--- config.mk ---
export PLATFORM = sky130hd
export DESIGN_NAME = rf_wb_scheduler
export DESIGN_NICKNAME = d
export VERILOG_FILES = /design/src/rtl/rf_wb_scheduler.sv
export SDC_FILE = /design/constraint.sdc
export NUM_CORES = 1
export LEC_CHECK = 0
export CAP_MARGIN = 30
export CORE_MARGIN = 2
export CORE_UTILIZATION = 35
export CTS_BUF_LIST = sky130_fd_sc_hd__clkbuf_8
export DETAILED_ROUTE_END_ITERATION = 10
export PLACE_DENSITY = 0.58
export SYNTH_ARGS = -nofsm -noshare
export SYNTH_HDL_FRONTEND = slang
export SYNTH_SLANG_ARGS = --single-unit
--- constraint.sdc ---
create_clock -name clk -period 4.96 [get_ports clk]
set_clock_uncertainty 0.1 [all_clocks]
set_input_delay 0.992 -clock clk [delete_from_list [all_inputs] [get_ports clk]]
set_output_delay 0.992 -clock clk [all_outputs]
set_load 0.02 [all_outputs]
--- src/rtl/rf_wb_scheduler.sv ---
// Register-file write-port scheduler: WB stage wins, long-latency results queue.
// Optional same-cycle bypass of an idle-slot result when RF_WB_BYPASS_EN is defined.
module rf_wb_scheduler #(
  parameter int DEPTH    = 2,
  parameter int MAX_WAIT = 4
) (
  input  logic        clk,
  input  logic        rst,
  input  logic        pipe_wen,
  input  logic [4:0]  pipe_rd,
  input  logic [31:0] pipe_data,
  input  logic        lu_valid,
  input  logic [4:0]  lu_rd,
  input  logic [31:0] lu_data,
  output logic        lu_ready,
  input  logic        issue_valid,
  input  logic [4:0]  issue_rd,
  input  logic [4:0]  rs1,
  input  logic [4:0]  rs2,
  input  logic [4:0]  rd_chk,
  output logic        hazard,
  output logic        pipe_hold,
  output logic        rf_wen,
  output logic [4:0]  rf_rd,
  output logic [31:0] rf_data
);

  localparam int CW = $clog2(DEPTH + 1);
  localparam int PW = (DEPTH > 1) ? $clog2(DEPTH) : 1;
  localparam int SW = $clog2(MAX_WAIT + 1);

  logic [4:0]    q_rd   [DEPTH];
  logic [31:0]   q_data [DEPTH];
  logic [PW-1:0] wr_ptr, rd_ptr;
  logic [CW-1:0] cnt, cnt_nxt;
  logic [31:0]   pend, pend_nxt;
  logic [SW-1:0] wait_cnt, wait_nxt;
  logic          slot, empty, full;
  logic          push, pop, byp;
  logic [4:0]    head_rd;

  function automatic logic [PW-1:0] inc_ptr(input logic [PW-1:0] p);
    return (p == PW'(DEPTH - 1)) ? '0 : p + 1'b1;
  endfunction

  assign slot     = pipe_wen && (pipe_rd != 5'd0);
  assign empty    = (cnt == '0);
  assign full     = (cnt == CW'(DEPTH));
  assign lu_ready = !full;
  assign pop      = !slot && !empty;
  assign head_rd  = q_rd[rd_ptr];

`ifdef RF_WB_BYPASS_EN
  assign byp = !slot && empty && lu_valid;
`else
  assign byp = 1'b0;
`endif

  assign push = lu_valid && !full && !byp;

  // slot, pop and byp are mutually exclusive by construction
  always_comb begin
    rf_wen  = 1'b0;
    rf_rd   = pipe_rd;
    rf_data = pipe_data;
    if (!rst) begin
      unique case (1'b1)
        slot: rf_wen = 1'b1;
        pop: begin
          rf_wen  = (head_rd != 5'd0);
          rf_rd   = head_rd;
          rf_data = q_data[rd_ptr];
        end
        byp: begin
          rf_wen  = (lu_rd != 5'd0);
          rf_rd   = lu_rd;
          rf_data = lu_data;
        end
        default: rf_wen = 1'b0;
      endcase
    end
  end

  always_comb begin
    cnt_nxt = cnt;
    if (push && !pop)
      cnt_nxt = cnt + 1'b1;
    else if (pop && !push)
      cnt_nxt = cnt - 1'b1;
  end

  // issue is applied after retirement so a same-register set wins
  always_comb begin
    pend_nxt = pend;
    if (pop)
      pend_nxt[head_rd] = 1'b0;
    if (byp)
      pend_nxt[lu_rd] = 1'b0;
    if (issue_valid)
      pend_nxt[issue_rd] = 1'b1;
    pend_nxt[0] = 1'b0;
  end

  always_comb begin
    wait_nxt = wait_cnt;
    if (pop || empty)
      wait_nxt = '0;
    else if (wait_cnt != SW'(MAX_WAIT))
      wait_nxt = wait_cnt + 1'b1;
  end

  assign hazard = pend[rs1] | pend[rs2] | pend[rd_chk];

  always_ff @(posedge clk or posedge rst) begin
    if (rst) begin
      wr_ptr    <= '0;
      rd_ptr    <= '0;
      cnt       <= '0;
      pend      <= '0;
      wait_cnt  <= '0;
      pipe_hold <= 1'b0;
    end else begin
      if (push)
        wr_ptr <= inc_ptr(wr_ptr);
      if (pop)
        rd_ptr <= inc_ptr(rd_ptr);
      cnt       <= cnt_nxt;
      pend      <= pend_nxt;
      wait_cnt  <= wait_nxt;
      pipe_hold <= (wait_nxt == SW'(MAX_WAIT));
    end
  end

  always_ff @(posedge clk) begin
    if (push) begin
      q_rd[wr_ptr]   <= lu_rd;
      q_data[wr_ptr] <= lu_data;
    end
  end

endmodule

# --- After elaboration in Yosys (flattened, before gate mapping) ---
# Memories as Yosys holds them, arrays and structs flattened.
# Index checks and enable logic that the tools add are counted.
op_classes:
  bitwise_logic: 5
  n_eq_ne: 3
  n_addsub: 5
  reduce_logical: 17
  n_mux: 26
  n_lt_le_gt_ge: 7
  n_div: 0
  n_shift: 0
  n_mul: 0
ops:
  columns: ["operator", "n"]
  rows:
  - ["2-to-1 mux 32 bit", 4]
  - ["bitwise AND 32 bit", 1]
  - ["NOT 32 bit", 1]
  - ["OR 32 bit", 1]
  - ["< comparator 5 x 6 -> 1 bit, second input constant", 5]
  - ["binary-select mux 1 bit (select 5 bit)", 3]
  - ["demux 1 bit (select 5 bit)", 2]
  - [">= comparator 5 x 1 -> 1 bit, second input constant", 2]
  - ["2-to-1 mux 1 bit", 10]
  - ["2-to-1 mux 5 bit", 2]
  - ["nonzero test 5 bit", 2]
  - ["logical AND 1 bit", 7]
  - ["2-to-1 mux 3 bit", 2]
  - ["zero test 1 bit", 5]
  - ["2-to-1 mux 2 bit", 2]
  - ["adder 3 x 1 -> 3 bit, second input constant", 1]
  - ["equality test 3 bit, second input constant", 1]
  - ["!= test 3 bit, second input constant", 1]
  - ["adder 1 bit, second input constant", 2]
  - ["adder 2 x 1 -> 2 bit, second input constant", 1]
  - ["equality test 2 bit, second input constant", 1]
  - ["zero test 2 bit", 1]
  - ["OR 1 bit", 2]
  - ["one-hot mux 1 bit (2 select lines)", 1]
  - ["other kinds (3)", 3]
totals:
  wordCells: 71
  mem_count: 2
  regBits: 39
  ram_bits: 74
  latch_bits: 0
  rom_bits: 0
mem_list:
  columns: ["memory", "depth", "width", "read_ports", "rd_ports_with_merged_regs", "wr", "line", "text"]
  rows:
  - ["q_data", 2, 32, 1, 0, 1, "33", "logic [31:0] q_data [DEPTH];"]
  - ["q_rd", 2, 5, 1, 0, 1, "32", "logic [4:0] q_rd [DEPTH];"]

# --- Logic depth before layout (Yosys ltp) ---
# Gate-level depths: netlist of the first run.
# An unclocked memory read counts as a cell.
logic_depth:
  ltp_word: 10
  mapped_depth: 7

# --- Worst setup path before layout of the first run ---
# No wires, ideal clock.
synth_path:
  kind: "input -> output"
  start: "input rst"
  end: "output rf_data[0]"
  path_stages: 4
  path_slack_ns: 1.128
  arrival_ns: 2.740
  path_buffers: 1
  t_required_ns: 3.868
  cell_sequence: "inv_1 > nand3_2 > buf_2 > o21ai_1"
synth_between:
  elab_chain_cells: 1
synth_lines:
  columns: ["item", "line", "text"]
  rows:
  - ["start, declared", "8", "input logic rst,"]
  - ["2-to-1 mux 32 bit", "66", "if (!rst) begin"]
  - ["end, declared", "25", "output logic [31:0] rf_data"]
# Every way passes these cells.

# --- Worst setup path after layout of the first run ---
layout_path:
  start: "input pipe_rd[2]"
  end: "output rf_rd[3]"
layout_between:
  elab_chain_cells: 6
layout_lines:
  columns: ["item", "line", "text"]
  rows:
  - ["start, declared", "10", "input logic [4:0] pipe_rd,"]
  - ["nonzero test 5 bit", "46", "assign slot = pipe_wen && (pipe_rd != 5'd0);"]
  - ["logical AND 1 bit", "46", null]
  - ["zero test 1 bit", "50", "assign pop = !slot && !empty;"]
  - ["logical AND 1 bit", "50", null]
  - ["2-to-1 mux 5 bit", "67", "unique case (1'b1)"]
  - ["2-to-1 mux 5 bit", "66", null]
  - ["end, declared", "24", "output logic [4:0] rf_rd,"]
# Every way passes these cells.

==> out/summary.log, run 1 <==
qor: timing.final.hold.worst_slack 0.4245 ns
qor: timing.finalMaxSlewViolations 0
qor: die.core 15,940 um2
qor: power_and_ir_drop.clkPwrFrac 0.194
qor: worst_setup_path.rr_startpoint rd_ptr
qor: die.start_util 0.3590
qor: clock_network.cts.root.buffer_cell sky130_fd_sc_hd__clkbuf_8
qor: timing.rsz0062_at_grt no
qor: timing.final.setup.tns 0 ns
qor: power_and_ir_drop.cellInternalPower 2.342 mW
qor: worst_setup_path.critical_path_cell_count 7
qor: synth.yosys_most_used_dff sky130_fd_sc_hd__edfxtp_1
qor: power_and_ir_drop.fraction_of_power_spent_switching_nets 0.3655
qor: clock_network.cts_buffer_depth 2
qor: min_path.worstHoldPathType flop to flop
qor: global_route.initial_antenna_violation_count 0
qor: worst_setup_path.worstSetupStartpoint pipe_rd[2]
qor: timing.timing.max_slew.rel_slack 0.3981
qor: status.run_status complete, no violations
qor: synth.syn_nets 569
qor: worst_setup_path.r2r_slack 2.55 ns
qor: placed_design.place_worst_setup_slack 0.3408 ns
qor: power_and_ir_drop.powerDensity 479.6 nW/um2
qor: synth.mappedNetlistArea 5724 um2
qor: timing.setup_viol_count_final 0
qor: global_route.grt_first_pass_wirelength 24.60 mm
qor: clock_network.cts.hold.buffers_added 0
qor: die.num_rows 46
qor: timing.final_period_minus_worst_setup_slack 4.625 ns
qor: worst_setup_path.worst_setup_path_endpoint rf_rd[3]
qor: detailed_routing.drt_wl_total 15.29 mm
qor: global_route.grt_util_all_layers 0.1828
qor: global_route.grt_start_max_net_pins 74
qor: synth.synth.area.top_cells sky130_fd_sc_hd__edfxtp_1, sky130_fd_sc_hd__dfrtp_1, sky130_fd_sc_hd__mux2i_1
qor: clock_network.worstSkewPairLatency 0.42 ns
qor: finish.synthToLayoutAreaGrowth 34.45%
qor: worst_setup_path.timing.critical_path.fanout_max 73
qor: timing.report.final.hold_viol_count 0
qor: detailed_routing.postRouteAntennaNets 0
qor: synth.synth_async_sr_flop_share 0.3451
qor: detailed_routing.drt_first_iter_violations 226
qor: synth.synth_area_leader_cell sky130_fd_sc_hd__edfxtp_1
qor: clock_network.tritoncts.num_buffers 17
qor: detailed_routing.tritonroute_pass_1_iters 4
qor: clock_network.h-tree-depth 4
qor: power_and_ir_drop.sequentialPowerShare 0.430
qor: die.die_area 17,390 um2
qor: detailed_routing.dr_total_vias 4,325
qor: placed_design.portBuffers 139
qor: die.die_width 131.9 um
qor: clock_network.cts_post_setup_buffers_inserted 0
qor: worst_setup_path.critPathMaxStageDelay 0.61 ns
qor: worst_setup_path.critical-path-top-cell-by-count sky130_fd_sc_hd__clkdlybuf4s50_1
qor: finish.drive_gt1_frac 0.1206
qor: timing.final_critical_path_share_of_the_clock_period 0.9324
qor: finish.number_of_antenna_diodes 0
qor: timing.timing_worst_slew_pin_value 0.9028 ns
qor: worst_setup_path.ordered_list_of_cells_on_the_worst_path clkdlybuf4s50_1, or4_4, o21ai_4, nand3_2, buf_12, mux2_2, clkdlybuf4s50_1
qor: clock_network.clock_sink_count 113
qor: worst_setup_path.timing.critical_path.required 3.87 ns
qor: synth.number_of_flops_mapped_to_enable_cells_by_yosys 74
qor: synth.post_synth_inst_count 467
qor: finish.layout_common_cells sky130_fd_sc_hd__clkdlybuf4s50_1, sky130_fd_sc_hd__edfxtp_1, sky130_fd_sc_hd__nand2_1, sky130_fd_sc_hd__mux2i_1, sky130_fd_sc_hd__o21ai_1
qor: die.num_io_pins 140
qor: timing.setup_ws 0.3352 ns
qor: power_and_ir_drop.p_total 3.691 mW
qor: placed_design.hpwl_reported_at_the_end_of_detailed_placement 11.61 mm
qor: synth.yosys_warnings 0
qor: synth.post_synth.cell_area_avg 12.26 um2
qor: flow_run.max_cap_violations 0
qor: finish.layout_commonest_cell sky130_fd_sc_hd__clkdlybuf4s50_1
qor: worst_setup_path.path_buf_inv 3
qor: global_route.grt_overflow_total 0
qor: synth.synth-seq-area-share 0.5587
qor: power_and_ir_drop.max-vdd-ir-drop 188.9 uV
qor: synth.yosys.cell_types.count 53
qor: placed_design.routabilityCongestion 0.8777
qor: worst_setup_path.setup.worst_path.class input pin to primary output
qor: power_and_ir_drop.p_sw 1.349 mW
qor: worst_setup_path.critPathCaptureType primary output
qor: finish.fin_nets 711
qor: worst_setup_path.critical_path.slowest_cell sky130_fd_sc_hd__clkdlybuf4s50_1
qor: power_and_ir_drop.total_leakage_power 2.858 nW
qor: detailed_routing.detail_route.wl_per_cell 18.24 um
qor: synth.post-synth-top-area-fraction 0.3882
qor: worst_setup_path.start_kind input pin
qor: timing.achievable-frequency 216.2 MHz
qor: clock_network.ctsResizeCount 0
qor: worst_setup_path.worst_ep_arrival 3.53 ns
qor: worst_setup_path.family_with_the_most_delay_on_the_worst_path buffers and inverters
qor: worst_setup_path.r2r-end pend[7]
qor: die.dieHeight 131.9 um
qor: clock_network.path_clk_slew 0.07 ns
qor: detailed_routing.vias_per_cell 5.161
qor: global_route.via_count_of_the_first_global_routing_pass 4,558
qor: synth.ys_ff_latch 113
qor: power_and_ir_drop.share_comb_of_total_power 0.376
qor: detailed_routing.drc 0
qor: worst_setup_path.worst_r2r_path_depth 5
qor: clock_network.cts_tree built
==> worst min-delay path by stage <==
stage,from,to,slack (ns),cells after the start
2_1_floorplan,wr_ptr,wr_ptr,0.36,1
3_3_place_gp,cnt[1],cnt[1],0.40,1
3_5_place_dp,cnt[1],cnt[1],0.42,1
4_1_cts,cnt[1],cnt[1],0.43,1
5_1_grt,cnt[1],cnt[1],0.46,1
6_report,cnt[1],cnt[1],0.42,1
==> synthesized netlist by cell type (all sizes together) (3+ instances only) <==
| cell | count |
|---|---|
| edfxtp | 74 |
| nand2 | 70 |
| o21ai | 60 |
| mux2i | 40 |
| dfrtp | 39 |
| mux4 | 17 |
| buf | 16 |
| nor2 | 15 |
| o2bb2ai | 12 |
| inv | 11 |
| mux2 | 11 |
| nand3 | 9 |
| a22o | 8 |
| and3 | 6 |
| clkbuf | 6 |
| nand2b | 5 |
| nand3b | 5 |
| nor3b | 5 |
| a21oi | 4 |
| nor2b | 4 |
| nor3 | 4 |
| xnor2 | 4 |
| ha | 3 |
| nand4 | 3 |
| o22ai | 3 |
==> layer usage <==
layer  up-vias  routed length (um)  track usage
met5         -                   0            0
met4         0                 191      0.05978
met3        15                 931      0.05613
met2       146                7425       0.2960
met1      2102                6739       0.2345
li1       2062                   -            -
==> power by group through the flow <==
stage	clock (mW)	combinational (mW)	sequential (mW)
after CTS	0.739	1.41	1.59
after floorplan	0	0.963	1.47
after detailed placement	0	1.40	1.60
after global placement	0	1.37	1.59
final	0.715	1.39	1.59
after global routing	0.784	1.52	1.63
==> state kept, by name, indices dropped and copies added (netlist names) <==
register	cells
q_data	64
pend	31
q_rd	10
wait_cnt	3
cnt	2
pipe_hold	1
rd_ptr	1
wr_ptr	1
==> area by class of cell <==
| class | instances | area [um2] |
|---|---|---|
| clock inverter | 15 | 98.84 |
| tap | 216 | 270.3 |
| clock buffer | 17 | 234.0 |
| sequential | 113 | 3199 |
| timing repair buffer | 145 | 1461 |
| multi-input combinational | 321 | 2391 |
| inverter | 11 | 41.29 |
| fill | 1420 | 8247 |
==> per-stage QoR <==
stage / instances / utilization / instance area, um2
2_1_floorplan: 467 / - / 5724
3_3_place_gp: 805 / 0.4606 / 7343
3_5_place_dp: 806 / 0.4619 / 7363
4_1_cts: 838 / 0.4827 / 7696
5_1_grt: 838 / 0.4827 / 7696
6_report: 838 / 0.4827 / 7696
==> cells by family (layout without fill, tap and decap cells) <==
kind of cell | after synthesis | count (layout) | synth area share
AOI/OAI and AO/OA | 103 | 103 | 0.1165
xor gates and xnor gates | 6 | 6 | 0.009180
adders and majority gates | 3 | 3 | 0.006558
buffers and inverters | 33 | 188 | 0.02514
DFF | 113 | 113 | 0.5587
muxes | 68 | 68 | 0.1585
and+or+nand+nor | 141 | 141 | 0.1255
No activity file was read; power rests on OpenSTA's default activity.
==> run 2: changes to the inputs <==
--- a/config.mk
+++ b/config.mk
@@ -10,6 +10,7 @@
 export CORE_UTILIZATION = 35
 export CTS_BUF_LIST = sky130_fd_sc_hd__clkbuf_8
 export DETAILED_ROUTE_END_ITERATION = 10
+export HOLD_SLACK_MARGIN = 0.03
 export PLACE_DENSITY = 0.58
 export SYNTH_ARGS = -nofsm -noshare
 export SYNTH_HDL_FRONTEND = slang
==> results of run 2 <==
No change in the layout: final DEF, timing and power equal those of run 1.
